### config.mk
export PLATFORM = sky130hd
export DESIGN_NAME = branch_resolve_flat
export DESIGN_NICKNAME = d
export VERILOG_FILES = /design/src/rtl/branch_resolve_if.sv /design/src/rtl/branch_resolve.sv /design/src/flat_wrapper.sv
export SDC_FILE = /design/constraint.sdc
export NUM_CORES = 1
export LEC_CHECK = 0
export CORE_MARGIN = 10
export CORE_UTILIZATION = 48
export CTS_CLUSTER_SIZE = 25
export DETAILED_ROUTE_END_ITERATION = 16
export PLACE_DENSITY_LB_ADDON = 0.12
export SYNTH_ARGS = -nofsm -noshare
export SYNTH_HDL_FRONTEND = slang
export SYNTH_SLANG_ARGS = --single-unit
### constraint.sdc
create_clock -name clk -period 12.3 [get_ports clk]
set_clock_uncertainty 0.15 [all_clocks]
set_input_delay 1.845 -clock clk [delete_from_list [all_inputs] [get_ports clk]]
set_output_delay 1.845 -clock clk [all_outputs]
set_load 0.05 [all_outputs]
### src/rtl/branch_resolve_if.sv
// ID-stage branch resolution bundle: decode inputs, flag sources, redirect
// outputs and statistics counters between the pipeline and branch_resolve.
interface branch_resolve_if;
  logic [31:0] instr_reg_id;
  logic        valid_id;
  logic [63:0] pc_id;
  logic [63:0] data_b_id;
  logic        neg_reg;
  logic        zero_reg;
  logic        overflow_reg;
  logic        carry_out_reg;
  logic        negative;
  logic        zero;
  logic        overflow;
  logic        carry_out;
  logic        flag_en_ex;
  logic        br_taken;
  logic [63:0] br_target;
  logic        flush_if;
  logic        busy;
  logic [31:0] branch_count;
  logic [31:0] taken_count;

  modport master (
    output instr_reg_id, valid_id, pc_id, data_b_id,
    output neg_reg, zero_reg, overflow_reg, carry_out_reg,
    output negative, zero, overflow, carry_out, flag_en_ex,
    input  br_taken, br_target, flush_if, busy, branch_count, taken_count
  );

  modport slave (
    input  instr_reg_id, valid_id, pc_id, data_b_id,
    input  neg_reg, zero_reg, overflow_reg, carry_out_reg,
    input  negative, zero, overflow, carry_out, flag_en_ex,
    output br_taken, br_target, flush_if, busy, branch_count, taken_count
  );
endinterface

### src/rtl/branch_resolve.sv
// Resolves B, B.cond and CBZ in the ID stage and sequences a redirect/flush.
// Statistics counters are built only when BRANCH_STATS_EN is defined.
module branch_resolve (
  input  logic             clk,
  input  logic             reset,
  branch_resolve_if.slave  bus
);

  typedef enum logic [1:0] {IDLE, REDIRECT, FLUSH} state_t;

  state_t      state;
  logic        br_taken_q;
  logic        flush_q;
  logic        busy_q;
  logic [63:0] target_q;

  logic        is_b;
  logic        is_bcond;
  logic        is_cbz;
  logic        is_branch;
  logic        taken;
  logic [63:0] offset;
  logic [63:0] target;
  logic        flag_n;
  logic        flag_z;
  logic        flag_c;
  logic        flag_v;
  logic        cond_base;
  logic        cond_taken;
  logic [3:0]  cond;

  // Decode and evaluate; live EX flags win over stored flags when EX writes them.
  always_comb begin
    is_b      = (bus.instr_reg_id[31:26] == 6'b000101);
    is_bcond  = (bus.instr_reg_id[31:24] == 8'b01010100);
    is_cbz    = (bus.instr_reg_id[31:24] == 8'b10110100);
    is_branch = is_b | is_bcond | is_cbz;
    cond      = bus.instr_reg_id[3:0];

    if (is_b)
      offset = {{38{bus.instr_reg_id[25]}}, bus.instr_reg_id[25:0]};
    else
      offset = {{45{bus.instr_reg_id[23]}}, bus.instr_reg_id[23:5]};
    target = bus.pc_id + {offset[61:0], 2'b00};

    flag_n = bus.flag_en_ex ? bus.negative  : bus.neg_reg;
    flag_z = bus.flag_en_ex ? bus.zero      : bus.zero_reg;
    flag_c = bus.flag_en_ex ? bus.carry_out : bus.carry_out_reg;
    flag_v = bus.flag_en_ex ? bus.overflow  : bus.overflow_reg;

    // Odd condition codes are the inverse of the even code below them.
    cond_base = 1'b1;
    case (cond[3:1])
      3'd0:    cond_base = flag_z;
      3'd1:    cond_base = flag_c;
      3'd2:    cond_base = flag_n;
      3'd3:    cond_base = flag_v;
      3'd4:    cond_base = flag_c & ~flag_z;
      3'd5:    cond_base = (flag_n == flag_v);
      3'd6:    cond_base = ~flag_z & (flag_n == flag_v);
      default: cond_base = 1'b1;
    endcase
    cond_taken = (cond[3:1] == 3'd7) ? 1'b1 : (cond_base ^ cond[0]);

    taken = is_b | (is_bcond & cond_taken) | (is_cbz & (bus.data_b_id == 64'h0));
  end

  always_ff @(posedge clk) begin
    if (reset) begin
      state      <= IDLE;
      br_taken_q <= 1'b0;
      flush_q    <= 1'b0;
      busy_q     <= 1'b0;
      target_q   <= 64'h0;
    end else begin
      case (state)
        IDLE: begin
          if (bus.valid_id && taken) begin
            state      <= REDIRECT;
            target_q   <= target;
            br_taken_q <= 1'b1;
            flush_q    <= 1'b1;
            busy_q     <= 1'b1;
          end
        end
        REDIRECT: begin
          state      <= FLUSH;
          br_taken_q <= 1'b0;
          flush_q    <= 1'b1;
          busy_q     <= 1'b1;
        end
        FLUSH: begin
          state      <= IDLE;
          br_taken_q <= 1'b0;
          flush_q    <= 1'b0;
          busy_q     <= 1'b0;
        end
        default: begin
          state      <= IDLE;
          br_taken_q <= 1'b0;
          flush_q    <= 1'b0;
          busy_q     <= 1'b0;
        end
      endcase
    end
  end

  assign bus.br_taken  = br_taken_q;
  assign bus.br_target = target_q;
  assign bus.flush_if  = flush_q;
  assign bus.busy      = busy_q;

`ifdef BRANCH_STATS_EN
  logic [31:0] branch_count_q;
  logic [31:0] taken_count_q;

  // Only IDLE resolves; instructions seen while busy are being squashed.
  always_ff @(posedge clk) begin
    if (reset) begin
      branch_count_q <= 32'h0;
      taken_count_q  <= 32'h0;
    end else if (state == IDLE && bus.valid_id && is_branch) begin
      if (branch_count_q != 32'hFFFF_FFFF)
        branch_count_q <= branch_count_q + 32'd1;
      if (taken && taken_count_q != 32'hFFFF_FFFF)
        taken_count_q <= taken_count_q + 32'd1;
    end
  end

  assign bus.branch_count = branch_count_q;
  assign bus.taken_count  = taken_count_q;
`else
  assign bus.branch_count = 32'h0;
  assign bus.taken_count  = 32'h0;
`endif

endmodule

### src/flat_wrapper.sv
// flat-port wrapper written by rule: the top's interface ports become plain ports
module branch_resolve_flat 
  (clk, reset, bus_instr_reg_id, bus_valid_id, bus_pc_id, bus_data_b_id, bus_neg_reg, bus_zero_reg, bus_overflow_reg, bus_carry_out_reg, bus_negative, bus_zero, bus_overflow, bus_carry_out, bus_flag_en_ex, bus_br_taken, bus_br_target, bus_flush_if, bus_busy, bus_branch_count, bus_taken_count);
  branch_resolve_if bus_i ();
  input  logic clk;
  input  logic reset;
  input wire logic [$bits(bus_i.instr_reg_id)-1:0] bus_instr_reg_id;
  input wire logic [$bits(bus_i.valid_id)-1:0] bus_valid_id;
  input wire logic [$bits(bus_i.pc_id)-1:0] bus_pc_id;
  input wire logic [$bits(bus_i.data_b_id)-1:0] bus_data_b_id;
  input wire logic [$bits(bus_i.neg_reg)-1:0] bus_neg_reg;
  input wire logic [$bits(bus_i.zero_reg)-1:0] bus_zero_reg;
  input wire logic [$bits(bus_i.overflow_reg)-1:0] bus_overflow_reg;
  input wire logic [$bits(bus_i.carry_out_reg)-1:0] bus_carry_out_reg;
  input wire logic [$bits(bus_i.negative)-1:0] bus_negative;
  input wire logic [$bits(bus_i.zero)-1:0] bus_zero;
  input wire logic [$bits(bus_i.overflow)-1:0] bus_overflow;
  input wire logic [$bits(bus_i.carry_out)-1:0] bus_carry_out;
  input wire logic [$bits(bus_i.flag_en_ex)-1:0] bus_flag_en_ex;
  output wire logic [$bits(bus_i.br_taken)-1:0] bus_br_taken;
  output wire logic [$bits(bus_i.br_target)-1:0] bus_br_target;
  output wire logic [$bits(bus_i.flush_if)-1:0] bus_flush_if;
  output wire logic [$bits(bus_i.busy)-1:0] bus_busy;
  output wire logic [$bits(bus_i.branch_count)-1:0] bus_branch_count;
  output wire logic [$bits(bus_i.taken_count)-1:0] bus_taken_count;
  assign bus_i.instr_reg_id = bus_instr_reg_id;
  assign bus_i.valid_id = bus_valid_id;
  assign bus_i.pc_id = bus_pc_id;
  assign bus_i.data_b_id = bus_data_b_id;
  assign bus_i.neg_reg = bus_neg_reg;
  assign bus_i.zero_reg = bus_zero_reg;
  assign bus_i.overflow_reg = bus_overflow_reg;
  assign bus_i.carry_out_reg = bus_carry_out_reg;
  assign bus_i.negative = bus_negative;
  assign bus_i.zero = bus_zero;
  assign bus_i.overflow = bus_overflow;
  assign bus_i.carry_out = bus_carry_out;
  assign bus_i.flag_en_ex = bus_flag_en_ex;
  assign bus_br_taken = bus_i.br_taken;
  assign bus_br_target = bus_i.br_target;
  assign bus_flush_if = bus_i.flush_if;
  assign bus_busy = bus_i.busy;
  assign bus_branch_count = bus_i.branch_count;
  assign bus_taken_count = bus_i.taken_count;
  branch_resolve u_core (.clk(clk), .reset(reset), .bus(bus_i));
endmodule
-- After elaboration in Yosys (flattened, before gate mapping)
Index checks and enable logic that the tools add are counted.
- bits in registers: 68
- input bits: 172
- output and inout bits: 131
- $add $sub $neg: 1
- equal/unequal tests: 13
- mux-type cells: 11
- bitwise logic cells: 9
- reduce and logical (&&, ||, !) cells: 6
- operators by type and width (kind ; number):
    64-bit adder ; 1
    64-bit logical NOT ; 1
    62-bit 2-to-1 mux ; 1
    3-bit == test, second input constant ; 4
    8-bit by 7-bit == test with 1-bit output, second input constant ; 1
    8-bit == test, second input constant ; 1
    1-bit case mux with 7 select lines ; 1
    3-bit by 2-bit == test with 1-bit output, second input constant ; 2
    6-bit by 3-bit == test with 1-bit output, second input constant ; 1
    1-bit 2-to-1 mux ; 6
    1-bit bitwise AND ; 4
    2-bit case mux with 2 select lines ; 1
    3-bit by 1-bit == test with 1-bit output, second input constant ; 1
    3-bit logical NOT ; 1
    2-bit by 1-bit == test with 1-bit output, second input constant ; 1
    2-bit logical NOT ; 1
    2-bit 2-to-1 mux ; 1
    2-bit by 1-bit inequality test with 1-bit output, second input constant ; 1
    1-bit NOT ; 2
    1-bit bitwise OR ; 2
    1-bit case mux with 2 select lines ; 1
    2-bit AND reduction ; 1
    2-bit OR reduction ; 1
    1-bit == test ; 1
    2 further kinds ; 2

-- Depth between registers and ports, before layout
Gate-level depths: netlist of run 1.
- word-level depth: 12
- depth in mapped cells: 19
- depth with buffers taken out: 17

-- Least setup slack after synthesis of run 1
No wires, ideal clock.
- path type: input port to flip-flop
- from: input bus_instr_reg_id[27]
- to: register u_core.target_q[53] (netlist: u_core.bus.br_target[53])
- library setup time: 0.061 ns
- data arrival time: 5.885 ns
- required time: 12.089 ns
- path slack: 6.205 ns
- cell stages on the path: 18
- path buffers: 2
- cells stage by stage: nand2b_1 or3_1 and2_0 clkbuf_1 a21oi_1 inv_1 ha_1 buf_2 nand2_1 nor2_2 nand3_1 or3_1 clkinv_1 o211ai_1 a211oi_1 o211ai_1 a2111oi_0 a311o_1
- word-level cells in the longest chain between the ends: 6
- RTL lines (item ; line ; text):
    from (decl) ; flat_wrapper.sv:7 ; input wire logic [$bits(bus_i.instr_reg_id)-1:0] bus_instr_reg_id;
    parallel branches: the longest is 6 deep, another holds 64-bit adder ; -- ;
    to (signal assigned) ; branch_resolve.sv:80 ; target_q <= target;
    to (decl) ; branch_resolve.sv:15 ; logic [63:0] target_q;
Several ways; the timed one is not identified.
A chain may end at the register's enable or synchronous reset.

-- Worst setup path in the final report of run 1
Same ends and word-level chain as after synthesis.

==> summary.txt, run 1 <==
Outcome
  • Status: finished clean

Clock network
  • CTS Buffer Depth: 2
  • Num CTS Buffers: 9
  • Resized cells post-CTS: 0
  • Clk Latency, worst-skew pair: 0.34 ns
  • H-tree level count: 3
  • Root buffer cell: clkbuf_16
  • Clock Pin Slew Worst Setup and Hold Paths: 0.06 ns
  • Clock Sinks: 68
  • Post-CTS Hold Fix Bufs: 0
  • CTS tree: yes
  • Postcts setup bufs: 0

Route
  • Routed len/inst: 18.61 µm
  • Post-Route WL: 26460 µm
  • DR pass1 iterations: 5
  • Max Used Layer: met4
  • Via Count: 8015
  • DRT iter0 DRCs: 642
  • Wl on met1: 11620 µm
  • Drt drc: 0
  • Post-route ant nets: 0
  • DR vias/cell: 5.636
  • Total length of routed met3 wires: 2078 µm
  • Metal2 WL: 12560 µm

Placement
  • Port buffer count: 238
  • Post-Place Worst Slack: 5.162 ns
  • Routability cong.: 0.9709
  • Post-DP HPWL: 21590 µm

Worst setup path
  • Kind of critical path: input pin to flop
  • CP Launch Point: bus_instr_reg_id[27]
  • Crit path cell chain: clkdlybuf4s50_1, nand2b_1, or3_1, and2_0, a21oi_1, inv_1, buf_4, ha_1, nand2_1, nor2_2, nand3_1, or3_1, clkinv_1, o211ai_1, a211oi_1, o211ai_1, a2111oi_0, a311o_1
  • Max stage delay on crit path: 0.63 ns
  • Crit-path slowest cell: or3_1
  • Crit-path max FO: 38
  • CP endpoint kind: flop
  • CP Launch Type: input pin
  • Reg2reg start: u_core.state[1]
  • WP data required: 12.44 ns
  • CP arrival: 6.99 ns

STA
  • Final Setup Violations: 0
  • PnR worst setup slack: 5.450 ns
  • RSZ-0062 raised after global routing: false
  • Setup TNS: 0 ns
  • Fmax: 0.1460 GHz
  • Fin. Hold Viols: 0
  • Slew headroom: 0.2682
  • Worst slew pin tran: 1.098 ns
  • Crit share post-route: 0.5569
  • Post-layout minimum cycle time: 6.850 ns
  • Final slew viol count: 0

Logic synthesis
  • Post-synthesis cell type count: 76
  • Number of synthesized flops with an enable pin: 0
  • Ys Warns: 0
  • Synth Flop Type: dfxtp_1
  • Seq/Total Area, Yosys: 0.1828
  • Area leader, netlist: dfxtp_1
  • Yosys top cell area share: 0.1828
  • Post-synthesis async set-or-reset flop share: 0
  • Syn Area/Cell: 7.250 µm²
  • Synth Instances: 1027
  • Cell area after synthesis: 7446 µm²
  • Top cells by area, synth: dfxtp_1 (18%), ha_1 (11%), nand2_1 (9.9%)
  • Register bit total from synthesis: 68

Final layout
  • Diode count: 0
  • Fin nets: 1471
  • Area growth syn-to-layout: 32.99%
  • Layout cells sized above 1: 0.02998
  • Filler Cell Count: 1407

Global route
  • Largest net degree at the start of global routing: 69
  • First-pass GRT wire length: 40710 µm
  • Remaining Overflow, GRT: 0
  • Initial antenna violation count: 0
  • GRT Resource Usage Total: 0.2428
  • Vias in the first global route: 7665

Floorplanning
  • Initial Util: 0.4898
  • Die H: 144.6 µm
  • Top Ports: 303
  • Horiz. Die Dim: 144.6 µm
  • Die area: 20890 µm²
  • Core Area: 15200 µm²
  • Row cnt: 45

Pwr
  • Leakage power: 0.004040 µW
  • Maximum vdd drop: 0.08575 mV
  • PD cells: 83.50 nW/µm²

Job
  • Max Cap Viol: 0

Worst hold path
  • HP Start: u_core.bus.br_target[50]
  • Worst hold path type: flop to flop
-- flip-flops by register name, summed over array words and instances, names as in the netlist --
signal and count:
u_core.bus.br_taken 1, u_core.bus.busy 1, u_core.bus.br_target 64, u_core.state 2
-- kinds of logic (layout without fill, tap and decap cells) --
kind of cell / count (synthesis) / in the layout / share of synthesized area
AND/OR/NAND/NOR: 388 / 388 / 0.2472
AO/OA/AOI/OAI: 316 / 316 / 0.2826
buffers and inverters: 131 / 275 / 0.1030
adder cells (fa/ha/maj): 69 / 69 / 0.1170
flip-flops: 68 / 68 / 0.1828
XOR/XNOR: 45 / 45 / 0.05293
multiplexers: 9 / 9 / 0.01395
other: 1 / 64 / 0.0005036
-- report_power, final --
part / total, µW / switching, µW / internal, µW / leakage (µW)
Sequential: 223 / 0.941 / 222 / 0.000548
Combinational: 362 / 215 / 147 / 0.00336
Clock: 242 / 106 / 136 / 0.000129
Total: 827 / 322 / 505 / 0.00404
-- through the flow --
stage                       util  cell area, µm²  hold WS [ns]  total power (µW)  cells
final                     0.6514            9902        0.2990             826.9   1422
after global routing      0.6514            9902        0.3218             867.7   1422
after CTS                 0.6514            9902        0.3002             826.0   1422
after detailed placement  0.6337            9634        0.2939             582.0   1407
after global placement    0.6337            9634        0.2885             582.5   1407
after floorplan                -            7682        0.2869             486.1   1090
-- critical path, delay by kind of cell --
| kind | cells | cell delay, ns |
|---|---|---|
| buf+inv | 4 | 0.80 |
| compound gates | 6 | 1.73 |
| simple gates | 7 | 2.11 |
| fa+ha+maj | 1 | 0.47 |
-- final cells by class --
type | instances | area, µm² | area share
well taps | 188 | 235.2 | 0.02376
flip-flops and latches | 68 | 1361 | 0.1375
inverters | 18 | 67.56 | 0.006823
multi-input cells | 891 | 5563 | 0.5618
repair buffers | 242 | 2407 | 0.2431
clock buffers | 10 | 229.0 | 0.02312
clock inverters | 5 | 38.79 | 0.003917
-- routing by layer --
layer / GRT usage / up-vias
met5: 0 / -
met4: 0.03511 / 0
met3: 0.05838 / 14
met2: 0.4028 / 288
met1: 0.3174 / 3698
li1: - / 4015
-- Yosys cell counts (3+ instances only) --
library cell    n
o21ai_1        10
ha_1           68
nand3b_1        3
nand4_1        20
o21bai_1       14
clkbuf_1       31
a31oi_1        12
or3_1          12
dfxtp_1        68
a311o_1         3
nor4_1         20
nor3_1         23
nand2b_1        6
nor4b_1         7
xnor2_1        30
buf_2          13
and3_1          8
a21boi_0        3
nor2_1         33
o31ai_1         8
o21ai_0        32
o21a_1          6
xor2_1         15
a21oi_1       117
and4_1          3
nor2b_1         9
o211ai_1       12
inv_1          15
a21o_1         54
a211oi_1        9
buf_4          67
nor3b_1         5
nand2_1       197
nand3_1        25
and2_1          8
mux2i_1         7
o311ai_1        4
o2111ai_1       3
-- placed cells by master, fill, tap and decap left out, types with 20 or more instances in the layout --
cell	synthesis	routed
nand2_1	197	196
clkdlybuf4s50_1	0	237
nand3_1	25	25
nor3_1	23	22
a21oi_1	117	117
dfxtp_1	68	68
nor2_1	33	33
nand4_1	20	20
conb_1	1	64
nor4_1	20	20
ha_1	68	68
a21o_1	54	54
xnor2_1	30	30
o21ai_0	32	32
-- path summary, 6_finish.rpt --
| path | slack (ns) | cells after the start | endpoint |
|---|---|---|---|
| max | 5.45 | 18 | u_core.bus.br_target[53] |
| min reg2reg | 0.30 | 2 | u_core.bus.br_target[50] |
| min | 0.30 | 2 | u_core.bus.br_target[50] |
| max reg2reg | 9.62 | 5 | u_core.bus.br_target[57] |
Power figures use the tool's default switching activity.
==> run 2: changes to the inputs <==
--- a/config.mk
+++ b/config.mk
@@ -6,7 +6,7 @@
 export NUM_CORES = 1
 export LEC_CHECK = 0
 export CORE_MARGIN = 10
-export CORE_UTILIZATION = 48
+export CORE_UTILIZATION = 41
 export CTS_CLUSTER_SIZE = 25
 export DETAILED_ROUTE_END_ITERATION = 16
 export PLACE_DENSITY_LB_ADDON = 0.12
==> constraint.sdc (replaced) <==
create_clock -name clk -period 5.5 [get_ports clk]
set_clock_uncertainty 0.15 [all_clocks]
set_input_delay 0.825 -clock clk [delete_from_list [all_inputs] [get_ports clk]]
set_output_delay 0.825 -clock clk [all_outputs]
set_load 0.05 [all_outputs]
==> summary.txt, run 2 (synthesis gave the netlist of run 1 again) <==
Outcome
  • Status: finished clean

STA
  • Final Setup Violations: 0 (unchanged)
  • Post-layout minimum cycle time: 5.169 ns
  • Setup TNS: 0 ns (unchanged)
  • Final slew viol count: 0 (unchanged)
  • Fmax: 0.1935 GHz
  • Worst slew pin tran: 0.7471 ns (-0.3506 ns)
  • RSZ-0062 raised after global routing: false
  • Fin. Hold Viols: 0 (unchanged)
  • Crit share post-route: 0.9398
  • Slew headroom: 0.5019 (+0.2337)

Route
  • DR vias/cell: 5.507 (-2.3%)
  • Post-route ant nets: 0 (unchanged)
  • Drt drc: 0 (unchanged)
  • Routed len/inst: 18.72 µm (+0.58%)
  • DR pass1 iterations: 5 (unchanged)
  • Via Count: 8293 (+3.5%)
  • DRT iter0 DRCs: 536 (-17%)
  • Post-Route WL: 28190 µm (+6.5%)

Final layout
  • Most frequent cells in the layout: clkdlybuf4s50_1 (237), nand2_1 (196), a21oi_1 (117)
  • Area growth syn-to-layout: 38.31%
  • Filler Cell Count: 1730 (+23%)
  • Layout cells sized above 1: 0.06500 (+0.03501)
  • Most common cell after layout, fill and taps aside: clkdlybuf4s50_1
  • Max reg flops: 64 (unchanged)
  • Diode count: 0 (unchanged)
  • Fin nets: 1514 (+2.9%)

Global route
  • Vias in the first global route: 8392 (+9.5%)
  • Initial antenna violation count: 0 (unchanged)
  • Remaining Overflow, GRT: 0 (unchanged)
  • Largest net degree at the start of global routing: 68 (-1.4%)
  • First-pass GRT wire length: 43950 µm (+7.9%)
  • GRT Resource Usage Total: 0.2249 (-0.01792)

Clock network
  • H-tree level count: 3 (unchanged)
  • Clk Latency, worst-skew pair: 0.34 ns (about the same)
  • Clock Sinks: 68 (unchanged)
  • Root buffer cell: clkbuf_16
  • Resized cells post-CTS: 0 (unchanged)
  • Clock Pin Slew Worst Setup and Hold Paths: 0.06 ns (about the same)
  • Post-CTS Hold Fix Bufs: 0 (unchanged)
  • CTS Buffer Depth: 2 (unchanged)
  • Postcts setup bufs: 0 (unchanged)
  • CTS tree: yes
  • Num CTS Buffers: 9 (unchanged)

Floorplanning
  • Row cnt: 49 (+8.9%)
  • Horiz. Die Dim: 154.8 µm (+7.1%)
  • Die H: 154.8 µm (+7.1%)
  • Die area: 23950 µm² (+15%)
  • Core Area: 17900 µm² (+18%)
  • Top Ports: 303 (unchanged)
  • Initial Util: 0.4159 (-0.07387)

Job
  • Max Cap Viol: 0 (unchanged)

Pwr
  • Part of the power in registers: 0.263 (-0.006)
  • Clk pwr share: 0.288 (-0.005)
  • Sw Share: 0.3777 (-0.01180)
  • Internal power: 1179 µW (+130%)
  • Logic pwr share: 0.449 (+0.011)
  • PD cells: 183.9 nW/µm² (+120%)
  • P_sw: 715.4 µW (+120%)
  • Power, Total: 1894 µW (+130%)
  • Leakage power: 0.004253 µW (+5.3%)
  • Maximum vdd drop: 0.1405 mV (+64%)

Worst setup path
  • CP bufs+invs: 2 (-2)
  • Max stage delay on crit path: 0.44 ns (-0.19 ns)
  • CP Launch Type: input pin
  • Crit path cell chain: clkdlybuf4s50_1, nand2b_1, or3_1, buf_4, o21ai_0, fa_1, a21o_1, a31oi_4, o21bai_2, a221oi_4, o31a_4, o31ai_4, a41oi_4, o31ai_1, mux2_1, a311o_1
  • CP endpoint kind: flop
  • Worst path top cell family by delay: compound AO/OA/AOI/OAI gates
  • CP arrival: 5.25 ns (-1.74 ns)
  • Crit-path slowest cell: or3_1
  • Crit-path max FO: 19 (-50%)
  • WP data required: 5.58 ns (-6.86 ns)
  • Kind of critical path: input pin to flop

Placement
  • Routability cong.: 0.9408 (-3.1%)
  • Post-DP HPWL: 23730 µm (+9.9%)
  • Port buffer count: 238 (unchanged)

Worst hold path
  • Worst hold path type: flop to flop
## run 2: metal layers
metal	wire [µm]	global-route usage
met5	0	0
met4	772	0.08097
met1	11480	0.2586
met3	2447	0.06434
met2	13490	0.3873
## run 2: path summary, 6_finish.rpt
| path | slack (ns) | to | from | cells after the start |
|---|---|---|---|---|
| min | 0.30 | u_core.bus.br_target[17] | u_core.bus.br_target[17] | 2 |
| max | 0.33 | u_core.bus.br_target[56] | bus_instr_reg_id[27] | 16 |
| max reg2reg | 3.61 | u_core.bus.br_target[56] | u_core.state[1] | 5 |
| min reg2reg | 0.30 | u_core.bus.br_target[17] | u_core.bus.br_target[17] | 2 |
## run 2: worst min-delay path: stages (launching register included)
cell	delay, ns
dfxtp_1	0.31
nand2_1	0.05
a21oi_1	0.05
## run 2: stage by stage
step                      cell area [µm²]  setup WS, ns    util  std cells  hold slack, ns
after CTS                           10290        0.3160  0.5749       1506          0.3023
after detailed placement            10020      -0.06533  0.5598       1491          0.2952
after global routing                10300       0.07894  0.5753       1506          0.3147
after floorplan                      7682        0.4246       -       1090          0.2869
after global placement              10020        0.1045  0.5598       1491          0.2872
final                               10300        0.3309  0.5753       1506          0.2996
## run 2: area by class of cell
type	count	area, µm²	area share
clock buffers	13	260.3	0.02527
clock inverters	2	10.01	0.0009719
inverters	18	67.56	0.006561
multi-input cells	891	5570	0.5409
flip-flops and latches	68	1361	0.1322
well taps	229	286.5	0.02782
repair buffers	285	2743	0.2663
## run 2: power by group through the flow
| stage | clock network (µW) | logic, µW | registers [µW] |
|---|---|---|---|
| 2_1_floorplan | 0 | 566 | 521 |
| 5_1_grt | 569 | 924 | 499 |
| 3_5_place_dp | 0 | 836 | 509 |
| 4_1_cts | 555 | 841 | 498 |
| 3_3_place_gp | 0 | 840 | 509 |
| 6_report | 545 | 850 | 499 |
